File: src/rtl/mem_port_arbiter_pkg.sv
// Shared types for the port-A arbiter in front of duel_mem: widths, read owner and
// the in-flight read tag.
package cpu_mem_pkg;

   localparam int MEM_ADDR_W = 11;
   localparam int MEM_DATA_W = 32;

   typedef enum logic {
      OWN_IF = 1'b0,
      OWN_LS = 1'b1
   } mem_owner_e;

   typedef struct packed {
      logic       valid;
      mem_owner_e owner;
   } mem_tag_t;

   localparam mem_tag_t TAG_IDLE = '{valid: 1'b0, owner: OWN_IF};

   function automatic mem_tag_t make_tag(input logic valid, input mem_owner_e owner);
      mem_tag_t t;
      t.valid = valid;
      t.owner = owner;
      return t;
   endfunction

endpackage

File: src/rtl/mem_port_arbiter_if.sv
// Bundle of the fetch, load/store and RAM port-A signals around mem_port_arbiter.
// slave is the arbiter's view, master the surrounding pipeline/RAM view.
interface mem_port_arbiter_if
   import cpu_mem_pkg::*;
#(
   parameter int ADDR_W = MEM_ADDR_W,
   parameter int DATA_W = MEM_DATA_W
);

   logic              if_req;
   logic [ADDR_W-1:0] if_addr;
   logic              if_gnt;
   logic              if_rvalid;
   logic [DATA_W-1:0] if_rdata;

   logic              ls_req;
   logic              ls_we;
   logic [ADDR_W-1:0] ls_addr;
   logic [DATA_W-1:0] ls_wdata;
   logic              ls_gnt;
   logic              ls_rvalid;
   logic [DATA_W-1:0] ls_rdata;

   logic [ADDR_W-1:0] mem_addr;
   logic              mem_wren;
   logic [DATA_W-1:0] mem_wdata;
   logic [DATA_W-1:0] mem_rdata;

   modport slave (
      input  if_req, if_addr,
      input  ls_req, ls_we, ls_addr, ls_wdata,
      input  mem_rdata,
      output if_gnt, if_rvalid, if_rdata,
      output ls_gnt, ls_rvalid, ls_rdata,
      output mem_addr, mem_wren, mem_wdata
   );

   modport master (
      output if_req, if_addr,
      output ls_req, ls_we, ls_addr, ls_wdata,
      output mem_rdata,
      input  if_gnt, if_rvalid, if_rdata,
      input  ls_gnt, ls_rvalid, ls_rdata,
      input  mem_addr, mem_wren, mem_wdata
   );

endinterface

File: src/rtl/mem_port_arbiter_tag_pipe.sv
// mem_tag_pipe: DEPTH-stage shift register carrying read tags alongside the RAM read
// latency; synchronous active-low clear drops every tag in flight.
module mem_tag_pipe
   import cpu_mem_pkg::*;
#(
   parameter int DEPTH = 1
) (
   input  logic     clk,
   input  logic     rst_n,
   input  mem_tag_t tag_in,
   output mem_tag_t tag_out
);

   mem_tag_t stage_r [DEPTH];

   // Advance tags one stage per cycle
   always_ff @(posedge clk) begin
      if (!rst_n) begin
         for (int i = 0; i < DEPTH; i++) begin
            stage_r[i] <= TAG_IDLE;
         end
      end else begin
         stage_r[0] <= tag_in;
         for (int i = 1; i < DEPTH; i++) begin
            stage_r[i] <= stage_r[i-1];
         end
      end
   end

   assign tag_out = stage_r[DEPTH-1];

endmodule

File: src/rtl/mem_port_arbiter.sv
// mem_port_arbiter: shares duel_mem port A between fetch and load/store, one access per
// cycle, and routes read data back to its owner. MEM_ARB_LS_PRIORITY_EN selects fixed LS priority.
module mem_port_arbiter
   import cpu_mem_pkg::*;
#(
   parameter int ADDR_W   = MEM_ADDR_W,
   parameter int DATA_W   = MEM_DATA_W,
   parameter int READ_LAT = 1          // legal 1..4
) (
   input  logic               clk,
   input  logic               rst_n,
   mem_port_arbiter_if.slave  bus
);

   mem_owner_e        last_winner_r;
   logic [ADDR_W-1:0] addr_hold_r;
   logic [DATA_W-1:0] wdata_hold_r;

   logic              pick_ls_s;
   logic              if_gnt_s;
   logic              ls_gnt_s;
   logic              any_gnt_s;
   logic              wr_s;
   logic [ADDR_W-1:0] gnt_addr_s;
   mem_tag_t          tag_in_s;
   mem_tag_t          tag_out_s;
   logic              if_rvalid_s;
   logic              ls_rvalid_s;

   // Winner selection; grants are suppressed while reset is held
   always_comb begin
      pick_ls_s = 1'b0;
`ifdef MEM_ARB_LS_PRIORITY_EN
      pick_ls_s = bus.ls_req;
`else
      if (bus.ls_req && bus.if_req) begin
         pick_ls_s = (last_winner_r == OWN_IF);
      end else begin
         pick_ls_s = bus.ls_req;
      end
`endif
      if_gnt_s   = rst_n & bus.if_req & ~pick_ls_s;
      ls_gnt_s   = rst_n & pick_ls_s;
      any_gnt_s  = if_gnt_s | ls_gnt_s;
      wr_s       = ls_gnt_s & bus.ls_we;
      gnt_addr_s = ls_gnt_s ? bus.ls_addr : bus.if_addr;
      tag_in_s   = make_tag(if_gnt_s | (ls_gnt_s & ~bus.ls_we), ls_gnt_s ? OWN_LS : OWN_IF);
   end

   // Round-robin history and the idle-cycle values of the RAM address/data bus
   always_ff @(posedge clk) begin
      if (!rst_n) begin
         last_winner_r <= OWN_LS;
         addr_hold_r   <= '0;
         wdata_hold_r  <= '0;
      end else begin
         if (any_gnt_s) begin
            last_winner_r <= ls_gnt_s ? OWN_LS : OWN_IF;
            addr_hold_r   <= gnt_addr_s;
         end else begin
            last_winner_r <= last_winner_r;
            addr_hold_r   <= addr_hold_r;
         end
         if (wr_s) begin
            wdata_hold_r <= bus.ls_wdata;
         end else begin
            wdata_hold_r <= wdata_hold_r;
         end
      end
   end

   mem_tag_pipe #(
      .DEPTH (READ_LAT)
   ) u_tag_pipe (
      .clk     (clk),
      .rst_n   (rst_n),
      .tag_in  (tag_in_s),
      .tag_out (tag_out_s)
   );

   // Return path: the tag leaving the pipe names which side owns mem_rdata this cycle
   always_comb begin
      if_rvalid_s = rst_n & tag_out_s.valid & (tag_out_s.owner == OWN_IF);
      ls_rvalid_s = rst_n & tag_out_s.valid & (tag_out_s.owner == OWN_LS);
   end

   assign bus.if_gnt    = if_gnt_s;
   assign bus.ls_gnt    = ls_gnt_s;
   assign bus.mem_addr  = !rst_n ? '0 : (any_gnt_s ? gnt_addr_s : addr_hold_r);
   assign bus.mem_wren  = wr_s;
   assign bus.mem_wdata = !rst_n ? '0 : (wr_s ? bus.ls_wdata : wdata_hold_r);
   assign bus.if_rvalid = if_rvalid_s;
   assign bus.ls_rvalid = ls_rvalid_s;
   assign bus.if_rdata  = if_rvalid_s ? bus.mem_rdata : '0;
   assign bus.ls_rdata  = ls_rvalid_s ? bus.mem_rdata : '0;

endmodule

File: src/flat_wrapper.sv
// flat-port wrapper written by rule: the top's interface ports become plain ports
module mem_port_arbiter_flat import cpu_mem_pkg::*;
#(
   parameter int ADDR_W   = MEM_ADDR_W,
   parameter int DATA_W   = MEM_DATA_W,
   parameter int READ_LAT = 1                       
)
  (clk, rst_n, bus_if_req, bus_if_addr, bus_ls_req, bus_ls_we, bus_ls_addr, bus_ls_wdata, bus_mem_rdata, bus_if_gnt, bus_if_rvalid, bus_if_rdata, bus_ls_gnt, bus_ls_rvalid, bus_ls_rdata, bus_mem_addr, bus_mem_wren, bus_mem_wdata);
  mem_port_arbiter_if #(.ADDR_W(ADDR_W), .DATA_W(DATA_W)) bus_i ();
  input  logic clk;
  input  logic rst_n;
  input wire logic [$bits(bus_i.if_req)-1:0] bus_if_req;
  input wire logic [$bits(bus_i.if_addr)-1:0] bus_if_addr;
  input wire logic [$bits(bus_i.ls_req)-1:0] bus_ls_req;
  input wire logic [$bits(bus_i.ls_we)-1:0] bus_ls_we;
  input wire logic [$bits(bus_i.ls_addr)-1:0] bus_ls_addr;
  input wire logic [$bits(bus_i.ls_wdata)-1:0] bus_ls_wdata;
  input wire logic [$bits(bus_i.mem_rdata)-1:0] bus_mem_rdata;
  output wire logic [$bits(bus_i.if_gnt)-1:0] bus_if_gnt;
  output wire logic [$bits(bus_i.if_rvalid)-1:0] bus_if_rvalid;
  output wire logic [$bits(bus_i.if_rdata)-1:0] bus_if_rdata;
  output wire logic [$bits(bus_i.ls_gnt)-1:0] bus_ls_gnt;
  output wire logic [$bits(bus_i.ls_rvalid)-1:0] bus_ls_rvalid;
  output wire logic [$bits(bus_i.ls_rdata)-1:0] bus_ls_rdata;
  output wire logic [$bits(bus_i.mem_addr)-1:0] bus_mem_addr;
  output wire logic [$bits(bus_i.mem_wren)-1:0] bus_mem_wren;
  output wire logic [$bits(bus_i.mem_wdata)-1:0] bus_mem_wdata;
  assign bus_i.if_req = bus_if_req;
  assign bus_i.if_addr = bus_if_addr;
  assign bus_i.ls_req = bus_ls_req;
  assign bus_i.ls_we = bus_ls_we;
  assign bus_i.ls_addr = bus_ls_addr;
  assign bus_i.ls_wdata = bus_ls_wdata;
  assign bus_i.mem_rdata = bus_mem_rdata;
  assign bus_if_gnt = bus_i.if_gnt;
  assign bus_if_rvalid = bus_i.if_rvalid;
  assign bus_if_rdata = bus_i.if_rdata;
  assign bus_ls_gnt = bus_i.ls_gnt;
  assign bus_ls_rvalid = bus_i.ls_rvalid;
  assign bus_ls_rdata = bus_i.ls_rdata;
  assign bus_mem_addr = bus_i.mem_addr;
  assign bus_mem_wren = bus_i.mem_wren;
  assign bus_mem_wdata = bus_i.mem_wdata;
  mem_port_arbiter #(.ADDR_W(ADDR_W), .DATA_W(DATA_W), .READ_LAT(READ_LAT)) u_core (.clk(clk), .rst_n(rst_n), .bus(bus_i));
endmodule
File: config.mk
export PLATFORM = sky130hd
export DESIGN_NAME = mem_port_arbiter_flat
export DESIGN_NICKNAME = d
export VERILOG_FILES = /design/src/rtl/mem_port_arbiter_pkg.sv /design/src/rtl/mem_port_arbiter_if.sv /design/src/rtl/mem_port_arbiter_tag_pipe.sv /design/src/rtl/mem_port_arbiter.sv /design/src/flat_wrapper.sv
export SDC_FILE = /design/constraint.sdc
export NUM_CORES = 1
export LEC_CHECK = 0
export ABC_AREA = 1
export CELL_PAD_IN_SITES_DETAIL_PLACEMENT = 0
export CELL_PAD_IN_SITES_GLOBAL_PLACEMENT = 1
export CORE_MARGIN = 2
export CORE_UTILIZATION = 20
export DETAILED_ROUTE_END_ITERATION = 8
export GPL_TIMING_DRIVEN = 0
export PLACE_DENSITY_LB_ADDON = 0.15
export SLEW_MARGIN = 20
export SYNTH_ARGS = -nofsm -noshare
export SYNTH_HDL_FRONTEND = slang
export SYNTH_SLANG_ARGS = --single-unit
File: constraint.sdc
create_clock -name clk -period 2.1 [get_ports clk]
set_clock_uncertainty 0.15 [all_clocks]
set_input_delay 0.63 -clock clk [delete_from_list [all_inputs] [get_ports clk]]
set_output_delay 0.63 -clock clk [all_outputs]
set_load 0.005 [all_outputs]
* Word-level counts from Yosys, hierarchy flattened
Memories as Yosys holds them, arrays and structs flattened.
Cells that the tools add are included.
** Word-level totals
- Register bits :: 44
- Bits in writable memories :: 2
- Bits of input ports :: 91
- Output and inout bits :: 112
- Logic and storage cells :: 33
- Memories kept :: 1
** Operators by class
- Mux-type cells :: 13
- Bitwise logic cells :: 14
- Reduce and logical (&&, ||, !) cells :: 2
** Memories
- u_core.u_tag_pipe.stage_r :: depth 1, bits a word 2, rd ports 1, clocked after memory_dff 0, write ports 1, line mem_port_arbiter_tag_pipe.sv:14 : mem_tag_t stage_r [DEPTH];
** Operators by type and width (number)
- 32-bit two-way mux :: 4
- 11-bit two-way mux :: 3
- 1-bit AND :: 8
- 1-bit two-way mux :: 5
- 1-bit inverter :: 4
- 2-bit two-way mux :: 1
- 1-bit bitwise OR :: 2
- 2-bit OR reduction :: 1
- 1-bit logical AND :: 1

* Depth between registers and ports, before layout
- Depth after elaboration :: 7
- Mapped depth :: 7
- Gate-level depth less buffers :: 6

* Hierarchy
Synthesis repeated with hierarchy kept, for this count alone.
** Unflattened totals
- Cell total of the unflattened synthesis :: 365
- Area total of the unflattened synthesis :: 2307.2 um^2
** By module, submodules not included
- mem_port_arbiter :: times used 1, cells each 359, area each 2252.2 um^2, sequential area each 880.8 um^2
- mem_tag_pipe :: times used 1, cells each 6, area each 55.1 um^2, sequential area each 40.0 um^2

* Worst setup path before layout
OpenSTA, ideal clock, no wires.
- Kind :: in2out
- From :: input rst_n
- To :: output bus_mem_wdata[14]
- Arrival :: 1.394 ns
- Required time :: 1.320 ns
- Setup slack :: -0.074 ns
- Cell stages on the path :: 5
- Buffers on the path :: 3
- Cells stage by stage :: buf_4 buf_6 clkbuf_1 nand2_1 o21ai_1
** On the way
- Word-level cells in the longest chain between the ends :: 4
** Ends and longest elaborated chain
- start, declared :: line flat_wrapper.sv:11 : input logic rst_n;
- 1-bit AND :: line mem_port_arbiter.sv:43 : ls_gnt_s = rst_n & pick_ls_s;
- 1-bit AND :: line mem_port_arbiter.sv:45 : wr_s = ls_gnt_s & bus.ls_we;
- 32-bit two-way mux :: line mem_port_arbiter.sv:91 : assign bus.mem_wdata = !rst_n ? '0 : (wr_s ? bus.ls_wdata : wdata_hold_r);
- 32-bit two-way mux * :: line mem_port_arbiter.sv:91
- end, declared :: line flat_wrapper.sv:27 : output wire logic [$bits(bus_i.mem_wdata)-1:0] bus_mem_wdata;
Mark *: on every way between the ends. The rest lies on a longest branch, timed or not.

* Worst setup path after layout
- From :: input bus_if_req
- To :: output bus_mem_wdata[11]
** On the way
- Word-level cells in the longest chain between the ends :: 6
** Ends and longest elaborated chain
- start, declared :: line flat_wrapper.sv:12 : input wire logic [$bits(bus_i.if_req)-1:0] bus_if_req;
- 1-bit logical AND :: line mem_port_arbiter.sv:36 : if (bus.ls_req && bus.if_req) begin
- 1-bit two-way mux :: line mem_port_arbiter.sv:36
- 1-bit AND :: line mem_port_arbiter.sv:43
- 1-bit AND :: line mem_port_arbiter.sv:45
- 32-bit two-way mux (2 in series) :: line mem_port_arbiter.sv:91
Every way passes these cells.

==> reports/summary.txt <==
failing checks = negative setup slack
number of nets in the finished design = 763
critical path required time = 1.32 ns
First DRT Iteration DRCs = 68
signal arrival time at the worst endpoint = 1.72 ns
maximum clock insertion buffer count = 2
total number of yosys warnings = 0
Max Fanout on Critical Path = 5
synth-to-layout area growth = 143.7%
clock slew at the register clock pins of the worst setup and hold paths = 0.06 ns
Routed WL per cell = 13.24 um
unrepaired setup endpoints after global routing = true
Net Switching = 0.6922 mW
number of global-route vias before repair = 3,386
Core Region = 11,860 um2
Detailed Route WL = 10,850 um
Clock Latency Late Sink = 0.28 ns
xor-xnor portion of the synthesized cell area = 0
area of the die = 12,930 um2
multiplexer share of the synthesized area = 0
root buffer cell = sky130_fd_sc_hd__clkbuf_16
effective utilization at floorplan = 0.2030
first-pass GRT wire length = 16,790 um
quantity of hold-fixing buffers added after cts = 0
max-slew violation count = 0
mean instance size in the synthesized netlist = 6.125 um2
fraction of final layout cells with drive strength greater than 1 = 0.5349
number of placement rows = 40
worst-case setup slack after placement = -1.296 ns
path category of the worst min-delay check = reg -> reg
estimated wirelength of the detail-placed design = 7452 um
Top-Level Pins = 203
transition time at the pin with the least slew margin = 0.2126 ns
internal power = 1.913 mW
worst-case vdd ir drop = 0.0002709 V
number of levels in the clock H-tree = 2
Overall Global Routing Usage = 0.1600
# port buffers = 201
worst setup path startpoint = bus_if_req
largest cells by area after synthesis = sky130_fd_sc_hd__dfxtp_1 38%, sky130_fd_sc_hd__nand2_1 16%, sky130_fd_sc_hd__nor2_1 12%
Cell variety after synth = 15
length of the first detailed-routing pass in iterations = 4
classification of the worst setup path = in -> out
part of the total power dissipated in the clock network = 0.346
fraction of power consumed by combinational cells = 0.294
pin count of the biggest net entering global routing = 15
sink count of the clock tree = 46
number of synthesized register bits = 46
hold_sp = u_core.wdata_hold_r[16]$_DFF_P_
simple-gate area share of the yosys netlist = 0.3659
TritonCTS buffer count = 5
Die H = 113.7 um
portion of the post-synthesis area used by sequential elements = 0.3825
max-cap violations = 0
fill cell total of the finished layout = 1,247
number of design rule violations left after detail routing = 0
origin of the critical flop-to-flop path = u_core.last_winner_r$_SDFFE_PN1N_
initial antenna violation count = 0
netlist area before placement = 2407 um2
Worst Setup Slack, final = -0.4037 ns
Setup crit start kind = primary input
CTS tree = built
final setup violation count = 79
Net Count, Synth = 484
Worst Hold Margin = 0.3119 ns
share of the synthesized area in the top cell type = 0.3825
gate count of the mapped netlist = 393
net switching share of the total power = 0.2657
post-detailed-route count of antenna-violating nets = 0
via count = 3,413
Antenna Diode Count = 0
gpl congestion = 0.7449
sort of element at the end of the critical path = output pin
average via count per standard cell = 4.162
sequential group share of total power = 0.360
cell taking the most area after synthesis = sky130_fd_sc_hd__dfxtp_1
Horiz. Die Dim = 113.7 um
combinational family with the most area after synthesis = simple AND/OR/NAND/NOR gates
ratio of final minimum period to clock period = 1.192
compound-cell area share of the yosys netlist = 0.07069
overflow left after global routing = 0
Hold Violations, Final = 0
power density cells = 444.1 nW/um2
final total negative setup slack = -16.77 ns
min Tclk post-route = 2.504 ns
Worst slew margin = 0.8583
run status = finished with violations
adder-cell area share of the yosys netlist = 0
total leakage power = 3.148 nW
highest clock rate = 399.4 MHz
==> registers in the layout, summed over array words and instances (netlist names) <==
signal / cells
u_core.addr_hold_r: 11
u_core.last_winner_r: 1
u_core.u_tag_pipe.stage_r: 2
u_core.wdata_hold_r: 32
==> final timing paths <==
path	endpoint	slack, ns	cells after the start
worst max register to register	u_core.addr_hold_r[0]$_DFF_P_	0.21	13
worst min-delay path	u_core.wdata_hold_r[16]$_DFF_P_	0.31	2
worst min register to register	u_core.wdata_hold_r[16]$_DFF_P_	0.31	2
worst max-delay path	bus_mem_wdata[11]	-0.40	11
==> worst max-delay path, cell delays in order <==
cell                      delay (ns)
sky130_fd_sc_hd__buf_8          0.11
sky130_fd_sc_hd__nand2_4        0.06
sky130_fd_sc_hd__nand3_4        0.10
sky130_fd_sc_hd__nor2_4         0.12
sky130_fd_sc_hd__buf_6          0.11
sky130_fd_sc_hd__buf_12         0.12
sky130_fd_sc_hd__buf_12         0.11
sky130_fd_sc_hd__buf_8          0.11
sky130_fd_sc_hd__nand2_1        0.06
sky130_fd_sc_hd__o21ai_2        0.06
sky130_fd_sc_hd__buf_2          0.13
==> cell families (layout without fill, tap and decap cells) <==
logic type / after synthesis / in the layout
buf+inv: 99 / 379
compound gates: 34 / 34
flops: 46 / 46
simple gates: 214 / 214
==> cells in the mapped netlist <==
master / count
sky130_fd_sc_hd__buf_6: 6
sky130_fd_sc_hd__o21ai_1: 25
sky130_fd_sc_hd__nand2_2: 1
sky130_fd_sc_hd__nand4_1: 11
sky130_fd_sc_hd__nor2_2: 1
sky130_fd_sc_hd__nor2_1: 75
sky130_fd_sc_hd__buf_2: 9
sky130_fd_sc_hd__clkbuf_1: 10
sky130_fd_sc_hd__nand2_1: 100
sky130_fd_sc_hd__dfxtp_1: 46
sky130_fd_sc_hd__nand3_4: 1
sky130_fd_sc_hd__buf_4: 2
sky130_fd_sc_hd__inv_1: 72
sky130_fd_sc_hd__nand3_1: 25
sky130_fd_sc_hd__o21ai_0: 9
==> stage by stage <==
step           power, mW  instances  cell area [um2]  utilization
6_report           2.605        820             5866       0.4945
5_1_grt            2.749        820             5866       0.4945
4_1_cts            2.574        815             5473       0.4614
3_5_place_dp       1.539        741             4728       0.3986
3_3_place_gp       1.535        741             4728       0.3986
2_1_floorplan      1.173        393             2532            -
==> cell usage in the layout (no fill, tap or decap) <==
| cell | n |
|---|---|
| sky130_fd_sc_hd__nor2_2 | 29 |
| sky130_fd_sc_hd__nand4_1 | 11 |
| sky130_fd_sc_hd__nand3_4 | 4 |
| sky130_fd_sc_hd__o21ai_0 | 2 |
| sky130_fd_sc_hd__inv_2 | 15 |
| sky130_fd_sc_hd__o21ai_4 | 8 |
| sky130_fd_sc_hd__dlygate4sd2_1 | 30 |
| sky130_fd_sc_hd__dlymetal6s2s_1 | 6 |
| sky130_fd_sc_hd__buf_16 | 2 |
| sky130_fd_sc_hd__nand3_2 | 12 |
| sky130_fd_sc_hd__dfxtp_2 | 1 |
| sky130_fd_sc_hd__nand2_1 | 72 |
| sky130_fd_sc_hd__nor2_4 | 23 |
| sky130_fd_sc_hd__clkbuf_8 | 2 |
| sky130_fd_sc_hd__o21ai_1 | 1 |
| sky130_fd_sc_hd__buf_8 | 16 |
| sky130_fd_sc_hd__buf_12 | 10 |
| sky130_fd_sc_hd__buf_4 | 36 |
| sky130_fd_sc_hd__clkdlybuf4s50_1 | 52 |
| sky130_fd_sc_hd__clkbuf_1 | 1 |
| sky130_fd_sc_hd__inv_1 | 57 |
| sky130_fd_sc_hd__clkbuf_2 | 4 |
| sky130_fd_sc_hd__nand3_1 | 10 |
| sky130_fd_sc_hd__clkbuf_16 | 7 |
| sky130_fd_sc_hd__buf_2 | 101 |
| sky130_fd_sc_hd__clkdlybuf4s15_1 | 2 |
| sky130_fd_sc_hd__dfxtp_1 | 45 |
| sky130_fd_sc_hd__buf_6 | 34 |
| sky130_fd_sc_hd__clkinvlp_4 | 1 |
| sky130_fd_sc_hd__nor2_1 | 24 |
| sky130_fd_sc_hd__nand2_4 | 8 |
| sky130_fd_sc_hd__clkbuf_4 | 2 |
| sky130_fd_sc_hd__o21ai_2 | 23 |
| sky130_fd_sc_hd__nand2_2 | 21 |
| sky130_fd_sc_hd__bufinv_16 | 1 |
==> area by class of cell <==
| class | instances | area [um2] | share of cell area |
|---|---|---|---|
| Sequential cell | 46 | 922.1 | 0.1572 |
| Inverter | 72 | 270.3 | 0.04608 |
| Tap cell | 147 | 183.9 | 0.03136 |
| Multi-Input combinational cell | 248 | 1678 | 0.2860 |
| Timing Repair Buffer | 273 | 2293 | 0.3910 |
| Buffer | 26 | 351.6 | 0.05994 |
| Clock inverter | 2 | 37.54 | 0.006399 |
| Clock buffer | 6 | 128.9 | 0.02197 |
==> routing by layer <==
| layer | GRT usage | share of wire | vias up |
|---|---|---|---|
| li1 | - | - | 1735 |
| met1 | 0.1831 | 0.39 | 1552 |
| met2 | 0.3078 | 0.54 | 122 |
| met3 | 0.03826 | 0.074 | 4 |
| met4 | 0.02114 | 0.0023 | 0 |
| met5 | 0 | 0 | - |
==> timing repair <==
item / CTS / global route
setup buffers: 61 / 11
cloned: 5 / 2
pin swaps: 57 / 23
gates resized for setup: 598 / 147
endpoints found under the setup margin: 112 / 103
==> power groups by stage <==
stage | registers, mW | logic (mW) | clock network [mW]
4_1_cts | 0.936 | 0.694 | 0.945
3_3_place_gp | 0.953 | 0.582 | 0
6_report | 0.937 | 0.766 | 0.902
2_1_floorplan | 0.951 | 0.222 | 0
5_1_grt | 0.940 | 0.832 | 0.976
3_5_place_dp | 0.954 | 0.584 | 0
(Power assumes the default switching activity.)
==> variant 1, RTL diff (same settings) <==
Reset style: asynchronous (`rst_n`), changed in 2 clocked blocks.
--- a/src/rtl/mem_port_arbiter_tag_pipe.sv
+++ b/src/rtl/mem_port_arbiter_tag_pipe.sv
@@ -16,3 +16,3 @@
    // Advance tags one stage per cycle
-   always_ff @(posedge clk) begin
+   always_ff @(posedge clk or negedge rst_n) begin
       if (!rst_n) begin
--- a/src/rtl/mem_port_arbiter.sv
+++ b/src/rtl/mem_port_arbiter.sv
@@ -50,3 +50,3 @@
    // Round-robin history and the idle-cycle values of the RAM address/data bus
-   always_ff @(posedge clk) begin
+   always_ff @(posedge clk or negedge rst_n) begin
       if (!rst_n) begin
Check against the original RTL: same outputs for any inputs over 10 cycles, from zero or initial values and one cycle with rst_n low; that may be too few to reach the edited logic, so the function may still have changed.
==> variant 1 against the original RTL <==
The flow still finishes with violations (negative setup slack); wire length up 22%; sequential share of layout area about the same; via count up 22%; sequential cell count unchanged; setup slack worse by 100 ps; highest routed layer unchanged; fmax down 3.9%; synthesized area up 24%; cell area up 25%.
Power is not compared: it rests on default switching activity, and its combinational part moved more than twofold at a synthesized area within 25%.
==> variant 1: results (changes against the original RTL) <==
Parameter                              Value

Detailed routing
  Vias after detailed routing    4175 (was 3413)
  1st-iter DRT viols    79 (was 68)
  First-pass iteration count of the detailed router    4 (unchanged)
  Routed length per placed instance    12.6 µm (was 13.2 µm)
  Total routed wirelength    13300 µm (was 10900 µm)

Synthesis
  Fraction of registers with async set/reset    1.00 (was 0)
  Commonest cells post-synth    sky130_fd_sc_hd__inv_1, sky130_fd_sc_hd__nand2_1, sky130_fd_sc_hd__nor2_1 (was sky130_fd_sc_hd__nand2_1, sky130_fd_sc_hd__nor2_1, sky130_fd_sc_hd__inv_1)
  Most area-consuming cells after synthesis    sky130_fd_sc_hd__dfrtp_1, sky130_fd_sc_hd__inv_1, sky130_fd_sc_hd__nand2_1 (was sky130_fd_sc_hd__dfxtp_1, sky130_fd_sc_hd__nand2_1, sky130_fd_sc_hd__nor2_1)
  Count of unique library cells instantiated by Yosys    15 (unchanged)
  Gate Count Post-Synth    516 (was 393)
  Number of warning messages in the yosys log    0 (unchanged)
  Cell type contributing the most total cell area after synthesis    sky130_fd_sc_hd__dfrtp_1 (was sky130_fd_sc_hd__dfxtp_1)
  Sequential-to-total area share from yosys stat    0.387 (was 0.383)
  Nets in the synthesized netlist    607 (was 484)

Clock network
  TritonCTS clock tree    yes (unchanged)
  Maximum root-to-sink buffer count    2 (unchanged)
  Number of levels in the clock H-tree    2 (unchanged)
  Buffer cell driving the clock tree root    sky130_fd_sc_hd__clkbuf_16 (unchanged)
  Worst-path clk slew    around 70 ps
  Later-pin clock latency in the skew report    280 ps (about the same)
  TritonCTS Buffers    5 (unchanged)

Global routing
  Total Routing Usage GR    0.161 (was 0.160)
  Global-route wire length before repair    20900 µm (was 16800 µm)
  Vias in the first global route    4299 (was 3386)
  Largest net degree at the start of global routing    24 (was 15)
  Initial antenna violation count    1 (was 0)

Placed design
  Total half-perimeter wirelength after legalization and detailed placement    8290 µm (was 7450 µm)
  Port-buffer cells    202 (was 201)
  Placed cells    902 (was 741)
  Placer congestion estimate    0.914 (was 0.745)

Critical path
  CP Data Arrival Time    1830 ps (was 1720 ps)
  Largest fanout of any net on the critical path    6 (was 5)

Pwr
  Worst IR Drop VDD    between 0.0003 and 0.0004 V
  Leakage power    around 4.2 nW
  Internal power    ~0.0025 W

STA
  Final setup TNS    -38920 ps (was -16770 ps)
  Final worst setup slack    -506 ps (was -404 ps)
  Final-report setup violation count    115 (was 79)
  Worst Tran Pin Value    511 ps (was 213 ps)

Cells and area
  # fillers    1437 (was 1247)
  Most flop-heavy register    u_core.wdata_hold_r (unchanged)
  Share of final-layout standard cells stronger than drive strength 1    0.525 (was 0.535)
  Max FFs per register    32 (unchanged)
  Total Nets Final    953 (was 763)

Hold path
  Hold/Removal Path Class    primary input to async pin (was flip-flop to flip-flop)

Outcome
  Outcome    finished, violations left (unchanged)
  Violated checks    negative setup slack (unchanged)
## variant 1: worst max-delay path, cell delays in order, from the launching register on
cell and delay, ps:
sky130_fd_sc_hd__dfstp_2 560, sky130_fd_sc_hd__nand2_4 80, sky130_fd_sc_hd__buf_6 110, sky130_fd_sc_hd__nand4_1 70, sky130_fd_sc_hd__buf_6 160, sky130_fd_sc_hd__buf_12 120
sky130_fd_sc_hd__clkbuf_16 150, sky130_fd_sc_hd__nand2_2 50, sky130_fd_sc_hd__nand2_2 70, sky130_fd_sc_hd__nor2_2 40, sky130_fd_sc_hd__buf_2 140
## variant 1: worst paths after layout
kind / from / to / slack, ps / depth (start not counted)
max: u_core.last_winner_r / bus_mem_wdata[16] / -510 / 10
min: rst_n / u_core.wdata_hold_r[0] / 110 / 1
max reg2reg: u_core.last_winner_r / u_core.wdata_hold_r[4] / -410 / 17
min reg2reg: u_core.last_winner_r / u_core.last_winner_r / 350 / 2
max in group asynchronous: rst_n / u_core.wdata_hold_r[18] / 1430 / 3
min in group clk: u_core.last_winner_r / u_core.last_winner_r / 350 / 2
## variant 1: logic make-up (layout without fill, tap and decap cells)
family	count (synthesis)	in the layout	share of synthesized area
AO/OA/AOI/OAI	2	2	0.00336
AND/OR/NAND/NOR	278	278	0.366
flip-flops	46	46	0.387
other	0	1	0
buffers and inverters	190	537	0.243
## variant 1: timing repair
item,CTS,global route
gates cloned,15,1
pin swaps,47,68
buffers inserted,110,39
endpoints found under the setup margin,142,115
gates resized for setup,656,189
## variant 1: power by group through the flow
| stage | clock network, W | registers, W | logic [W] |
|---|---|---|---|
| 2_1_floorplan | 0 | 0.00109 | 0.000461 |
| 3_3_place_gp | 0 | 0.00110 | 0.00101 |
| 3_5_place_dp | 0 | 0.00110 | 0.00101 |
| 4_1_cts | 0.000936 | 0.00109 | 0.00142 |
| 5_1_grt | 0.000971 | 0.00111 | 0.00179 |
| 6_report | 0.000920 | 0.00109 | 0.00163 |
## variant 1: routing by layer
layer  routed length (µm)  global-route usage
met4                  185              0.0465
met2                 7050               0.298
met5                    0                   0
met3                  990              0.0433
met1                 5030               0.179
## variant 1: metrics by stage
| step | instance area [µm²] | setup slack [ps] |
|---|---|---|
| 6_report | 7340 | -506 |
| 5_1_grt | 7340 | -592 |
| 4_1_cts | 6690 | -492 |
| 3_5_place_dp | 5280 | -1590 |
| 3_3_place_gp | 5290 | -3170 |
| 2_1_floorplan | 3030 | -68.7 |
## variant 1: layout make-up
cell class / count / share of cell area
Timing Repair Buffer: 341 / 0.417
Antenna cell: 1 / 0.000341
Tap cell: 184 / 0.0314
Clock inverter: 2 / 0.00511
Sequential cell: 46 / 0.157
Inverter: 168 / 0.0878
Clock buffer: 6 / 0.0176
Multi-Input combinational cell: 280 / 0.247
Buffer: 20 / 0.0370
==> variant 2, RTL diff (config.mk and constraints unchanged) <==
Without the edit above. `MEM_ADDR_W`: 11 -> 12.
--- a/src/rtl/mem_port_arbiter_pkg.sv
+++ b/src/rtl/mem_port_arbiter_pkg.sv
@@ -4,3 +4,3 @@
 
-   localparam int MEM_ADDR_W = 11;
+   localparam int MEM_ADDR_W = 12;
    localparam int MEM_DATA_W = 32;
Interface: changed (resized bus_if_addr, bus_ls_addr and bus_mem_addr); port bits go from 203 to 206. The function was not compared with the original's and may differ.
==> variant 2 against the original RTL <==
The run still ends with negative setup slack left; setup slack gained 44 ps; cell area grew 6.3%; synthesized area grew 0.57%; wire length grew 7.4%; power grew 0.14%; global-route usage grew 1.1 points; clock power shrank 7.8%; sequential cell count grew 1; largest cell class unchanged.
==> variant 2: results (changes against the original RTL) <==
Parameter                              Value

Cells and area
  Clock buffers and inverters, area share    0.0237 (was 0.0284)
  Number of flip-flops and latches    47 (was 46)
  N_diodes    0 (unchanged)
  Number of non-clock buffers    329 (was 299)
  Number of clock-tree buffers in the layout    5 (was 6)
  Share of final layout cell area taken by non-clock buffers    0.459 (was 0.451)
  Registers with the most flip-flops    u_core.wdata_hold_r x32, u_core.addr_hold_r x12, u_core.u_tag_pipe.stage_r x2 (was u_core.wdata_hold_r x32, u_core.addr_hold_r x11, u_core.u_tag_pipe.stage_r x2)
  # fillers    1198 (was 1247)
  Non-CTS inverters    69 (was 72)
  Area taken by multi-input logic gates    1840 µm² (was 1680 µm²)
  Total Nets Final    798 (was 763)
  Share of cell area taken by flip-flops and latches    0.151 (was 0.157)
  Share of final-layout standard cells stronger than drive strength 1    0.593 (was 0.535)

Critical path
  Critical path destination    bus_mem_wdata[19] (was bus_mem_wdata[11])
  R2r endpoint    u_core.addr_hold_r[1] (was u_core.addr_hold_r[0])
  Setup slack of the worst register-to-register path    370 ps (was 210 ps)
  Reg2reg path depth    12 (was 13)

Global routing
  Largest net degree at the start of global routing    17 (was 15)
  Total Routing Usage GR    0.171 (was 0.160)
  Vias in the first global route    3511 (was 3386)
  Global-route wire length before repair    17800 µm (was 16800 µm)

Hold path
  Start point of the worst min-delay path    u_core.wdata_hold_r[22] (was u_core.wdata_hold_r[16])
  Capture endpoint of the worst hold path    u_core.wdata_hold_r[22] (was u_core.wdata_hold_r[16])

STA
  Final worst setup slack    -359 ps (was -404 ps)
  Final setup TNS    -20600 ps (was -16770 ps)
  Final-report setup violation count    101 (was 79)
  Relative slew slack    0.850 (was 0.858)

Detailed routing
  Metal1 wirelength    4410 µm (was 4220 µm)
  Met3 wire length    989 µm (was 801 µm)
  Total routed wirelength    11700 µm (was 10900 µm)
  First-pass iteration count of the detailed router    5 (was 4)
  Met2 Routed Length    6110 µm (was 5810 µm)

Synthesis
  Count of unique library cells instantiated by Yosys    16 (was 15)
  Commonest cells post-synth    sky130_fd_sc_hd__nand2_1, sky130_fd_sc_hd__nor2_1, sky130_fd_sc_hd__inv_1 (unchanged)
  Most area-consuming cells after synthesis    sky130_fd_sc_hd__dfxtp_1, sky130_fd_sc_hd__nand2_1, sky130_fd_sc_hd__nor2_1 (unchanged)
  Sequential-to-total area share from yosys stat    0.389 (was 0.383)

Pwr
  Worst IR Drop VDD    0.000330 V (was 0.000271 V)
  Leakage power    3.42 nW (was 3.15 nW)

Outcome
  Violated checks    negative setup slack (unchanged)
  Outcome    finished, violations left (unchanged)
## variant 2: stage by stage
stage | hold WS, ps | setup WS, ps | cells | area [µm²]
after detailed placement | 316 | -1260 | 747 | 4800
after global placement | 313 | -1250 | 747 | 4800
after global routing | 337 | -440 | 853 | 6240
after CTS | 318 | -407 | 850 | 5750
final | 314 | -359 | 853 | 6240
after floorplan | 317 | -18.7 | 396 | 2580
## variant 2: per-layer routing
| metal | vias to the layer above | GRT usage |
|---|---|---|
| li1 | 1808 | - |
| met1 | 1618 | 0.191 |
| met2 | 128 | 0.320 |
| met3 | 12 | 0.0531 |
| met4 | 0 | 0.0341 |
| met5 | - | 0 |
## variant 2: worst max-delay path, stage by stage
cell and delay, ps:
sky130_fd_sc_hd__buf_8 100, sky130_fd_sc_hd__nand2_4 60, sky130_fd_sc_hd__nand3_4 90, sky130_fd_sc_hd__nor2_4 150
sky130_fd_sc_hd__buf_6 120, sky130_fd_sc_hd__buf_12 140, sky130_fd_sc_hd__buf_8 140, sky130_fd_sc_hd__nand2_2 50
sky130_fd_sc_hd__o21ai_2 60, sky130_fd_sc_hd__buf_2 130
## variant 2: kinds of logic after synthesis
logic type,count (synthesis),share of synthesized area
AND/OR/NAND/NOR,219,0.369
flip-flops,47,0.389
buffers and inverters,96,0.172
AO/OA/AOI/OAI,34,0.0703
## variant 2: power by group
part | total (W) | switching [W] | internal, W
Sequential | 0.000960 | 0.0000177 | 0.000942
Combinational | 0.000817 | 0.000366 | 0.000451
Clock | 0.000832 | 0.000383 | 0.000449
## variant 2: timing repair
item | CTS | global route
setup buffers | 88 | 12
endpoints found under the setup margin | 113 | 101
gates cloned | 9 | 1
pin swaps | 83 | 63
resized for setup | 675 | 179
